File: src/rtl/shift_tx.sv
// shift_tx: parallel-in, serial-out transmitter with a capture strobe.
//
// A word accepted on data_in (load && ready) is sent MSB first on out, each
// bit held for DIV clock cycles. sel is high for exactly one cycle per bit,
// in the last cycle of that bit, so a downstream register clocked on the
// same edge captures the bit before out moves on. done pulses for one cycle
// after the last bit's strobe; ready is already high in that cycle, so a new
// load can follow with no gap.
//
// Ports:
//   clk     - clock, all state changes on rising edge
//   rst     - asynchronous active-high reset
//   data_in - WIDTH-bit word, sampled only when load && ready
//   load    - start request (ignored while busy)
//   ready   - idle, can accept a word
//   out     - registered serial data, MSB first, 0 when idle
//   sel     - capture strobe, one cycle per bit
//   busy    - transfer in progress
//   done    - one-cycle pulse after the last bit's strobe
module shift_tx #(
  parameter int WIDTH = 8,   // bits per word, 1..32
  parameter int DIV   = 4    // clock cycles per serial bit, 1..255
) (
  input  logic             clk,
  input  logic             rst,
  input  logic [WIDTH-1:0] data_in,
  input  logic             load,
  output logic             ready,
  output logic             out,
  output logic             sel,
  output logic             busy,
  output logic             done
);

  // Counters need at least one bit even when DIV or WIDTH is 1.
  localparam int CW = (DIV   > 1) ? $clog2(DIV)   : 1;
  localparam int BW = (WIDTH > 1) ? $clog2(WIDTH) : 1;

  typedef enum logic {IDLE, SHIFT} state_t;

  state_t           state, state_nxt;
  logic [WIDTH-1:0] shreg;
  logic [WIDTH-1:0] shreg_sh;
  logic [CW-1:0]    div_cnt;
  logic [BW-1:0]    bit_cnt;
  logic             start;
  logic             last;

  // Strobe decodes registered state only, so it never glitches on inputs.
  assign sel      = (state == SHIFT) && (div_cnt == CW'(DIV - 1));
  assign last     = sel && (bit_cnt == BW'(WIDTH - 1));
  assign start    = (state == IDLE) && load;
  // Shifted copy: its MSB is the next bit to present. Works for WIDTH=1
  // without an out-of-range index.
  assign shreg_sh = shreg << 1;

  always_ff @(posedge clk or posedge rst) begin
    if (rst) state <= IDLE;
    else     state <= state_nxt;
  end

  always_comb begin
    state_nxt = state;
    ready     = 1'b0;
    busy      = 1'b0;
    case (state)
      IDLE: begin
        ready = 1'b1;
        if (load) state_nxt = SHIFT;
      end
      SHIFT: begin
        busy = 1'b1;
        if (last) state_nxt = IDLE;
      end
      default: state_nxt = IDLE;
    endcase
  end

  always_ff @(posedge clk or posedge rst) begin
    if (rst) begin
      shreg   <= '0;
      div_cnt <= '0;
      bit_cnt <= '0;
      out     <= 1'b0;
      done    <= 1'b0;
    end else begin
      done <= 1'b0;
      if (start) begin
        shreg   <= data_in;
        div_cnt <= '0;
        bit_cnt <= '0;
        out     <= data_in[WIDTH-1];
      end else if (state == SHIFT) begin
        div_cnt <= sel ? '0 : div_cnt + 1'b1;
        if (sel) begin
          if (last) begin
            shreg <= '0;
            out   <= 1'b0;
            done  <= 1'b1;
          end else begin
            shreg   <= shreg_sh;
            out     <= shreg_sh[WIDTH-1];
            bit_cnt <= bit_cnt + 1'b1;
          end
        end
      end
    end
  end

endmodule

File: config.mk
export PLATFORM = sky130hd
export DESIGN_NAME = shift_tx
export DESIGN_NICKNAME = d
export VERILOG_FILES = /design/src/rtl/shift_tx.sv
export SDC_FILE = /design/constraint.sdc
export NUM_CORES = 1
export LEC_CHECK = 0
export ABC_AREA = 1
export CORE_MARGIN = 2
export CORE_UTILIZATION = 48
export DETAILED_ROUTE_END_ITERATION = 12
export PLACE_DENSITY = 0.75
export SLEW_MARGIN = 20
export SYNTH_ARGS = -nofsm -noshare
export SYNTH_HDL_FRONTEND = slang
export SYNTH_SLANG_ARGS = --single-unit
File: constraint.sdc
create_clock -name clk -period 1.5 [get_ports clk]
set_input_delay 0.15 -clock clk [delete_from_list [all_inputs] [get_ports clk]]
set_output_delay 0.15 -clock clk [all_outputs]
set_load 0.005 [all_outputs]
==> impl_results.md <==
- Total die area: 1970 um2
- Global Route Usage Sum: 17.7%
- Routed wire length per instance: 10.7 um
- Post-synthesis sequential area ratio: 47.9%
- Mapped cell area: 783 um2
- R2R Path Start: bit_cnt[0]
- Max Cap Viol: 0
- Num ports: 16
- CTS H-tree depth: 1
- Worst-path fanout max: 5
- Post-DP HPWL: 1080 um
- DRC: 0
- CP required: 1.35 ns
- Post-CTS Hold Fix Bufs: 0
- Area delta synth->final: 30.4%
- Via count: 650
- Die Wd: 44.4 um
- Pins Over Slew Limit: 0
- Power per Cell Area: 1520 nW/um2
- Critical path's slowest cell: clkdlybuf4s50_1
- Status: finished, final reports clean
- DRT Pass-1 Iters: 4
- Multi-input gate area: 333 um2
- Synth Instances: 97
- Port Buffer Count: 15
- Worst path buffer plus inverter count: 2
- R2R depth: 6
- Design area: 1020 um2
- Pleak: 0.519 nW
- CTS Buffer Depth: 2
- Max Freq: 0.698 GHz
- Vias in the first global route: 614
- Ant diodes: 0
- Num CTS Buffers: 3
- Antenna violations before repair: 0
- CP delay by family, top: buffers and inverters
- # setup viols final: 0
- Max stage delay on crit path: 0.49 ns
- R2r endpoint: shreg[1]
- Unrepaired setup endpoints after global routing: false
- GPL Wtd Cong: 0.812
- Share of layout cells above drive strength 1: 14.4%
- Initial Util: 51.4%
- First-pass GRT wire length: 2480 um
- Largest net degree at the start of global routing: 16
- Power, Total: 0.00155 W
- Slew headroom: 61.7%
- Nets: 133
- Crit path kind: register to output pin
- Placed Area: 952 um2
- Clk slew on worst S/H paths: 0.09 ns
- Critical Path End Type: output pin
- Synth cell types: 15
- Worst-Skew Late Latency: 0.28 ns
- Worst Tran Pin Value: 0.573 ns
- Vias per cell: 4.85
- Cell row count: 14
- # clock sinks: 15
- Setup TNS: 0 ns
- HP Class: input pin to asynchronous set/reset pin
- CTS tree: built
- DR iter-0 viols: 11
- Average size of a mapped cell: 8.07 um2
- Clk_skew: 0.00335 ns
- Gr ovfl total: 0
- Worst-path cell chain: inv_4, clkdlybuf4s50_1
- R2R Setup Slk: 0.15 ns
- CORE AREA: 1520 um2
- Worst EP arrival: 1.28 ns
- Reg area: 377 um2
- Yosys reg bits: 15
- IR drop worst, VDD: 0.875 mV
- Worst setup SP type: register
- Final Hold Vio Count: 0
- Period minus WS final: 1.43 ns
- Remaining antenna violation count: 0
- WL final: 1440 um
- Syn Nets: 111
- CTS root buf: clkbuf_4
- Die Y-Extent: 44.4 um
- Fillers: 143
- Hold WS: 0.220 ns
- Synth warn: 0
- Final worst-path cycle share: 95.5%
[cells in the mapped netlist]
cell | number | area [um2]
nand2_1 | 25 | 93.8
nand3_1 | 20 | 100
dfrtp_1 | 15 | 375
inv_1 | 14 | 52.6
a21oi_1 | 8 | 40.0
ha_1 | 3 | 37.5
buf_4 | 2 | 15.0
nor2_1 | 2 | 7.51
nor2_2 | 2 | 12.5
buf_2 | 1 | 5.00
buf_6 | 1 | 11.3
inv_2 | 1 | 3.75
nand2_2 | 1 | 6.26
nand2_4 | 1 | 11.3
nor2_4 | 1 | 11.3
[sequential cells by signal, summed over array words and instances (netlist names)]
register / cells
done: 1
out: 1
state: 1
bit_cnt: 3
div_cnt: 2
shreg: 7
[how the worst max path moves through the flow]
stage,startpoint,endpoint,depth (start not counted)
after floorplan,bit_cnt[0],bit_cnt[0],6
after global placement,bit_cnt[0],bit_cnt[2],6
after detailed placement,bit_cnt[0],bit_cnt[1],6
after CTS,state,ready,2
after global routing,state,ready,2
final,state,ready,2
[cell type report]
cell class	count	share of cell area [%]
clock buffers	4	2.57
repair buffers	21	20.2
multi-input cells	63	32.6
well taps	16	1.96
flip-flops and latches	15	36.9
inverters	15	5.76
[layout by cell type, fill, tap and decap left out, types with 2 or more instances in the layout]
cell / netlist / final
nand2_1: 25 / 25
nand3_1: 20 / 20
inv_1: 14 / 14
dfrtp_1: 15 / 14
clkdlybuf4s50_1: 0 / 14
a21oi_1: 8 / 8
buf_4: 2 / 5
clkbuf_4: 0 / 3
nor2_2: 2 / 2
nor2_1: 2 / 2
ha_1: 3 / 2
[what timing repair did]
item / 4_1_cts / 5_1_grt
gates cloned: 0 / 0
endpoints found under the setup margin: 2 / 3
pin swaps: 1 / 1
gates resized for setup: 4 / 1
buffers inserted: 0 / 2
[where the power goes]
group          total [W]  internal (W)  leakage [nW]  switching (W)
Sequential      0.000627      0.000535         0.192      0.0000924
Combinational   0.000695      0.000352         0.312       0.000343
Clock           0.000228      0.000103        0.0150       0.000125
[stage by stage]
step	worst slack, ns	utilization, %	instances
floorplan	0.269	-	97
global placement	0.141	62.5	128
detailed placement	0.0746	62.5	128
CTS	0.00986	65.0	132
global route	0.0189	67.0	134
finish	0.0668	67.0	134
[routing by layer]
layer / up-vias / wire [um] / GRT usage [%]
met3: 2 / 58 / 3.27
met1: 282 / 681 / 21.8
li1: 348 / - / -
met4: 0 / 18 / 10.9
met2: 18 / 678 / 28.5
met5: - / 0 / 0
[cell families after synthesis]
| family | synth area share [%] |
|---|---|
| AND/OR/NAND/NOR | 31.0 |
| AO/OA/AOI/OAI | 5.11 |
| buffers and inverters | 11.2 |
| adder cells (fa/ha/maj) | 4.79 |
| flip-flops | 47.9 |
(Power assumes the default switching activity.)
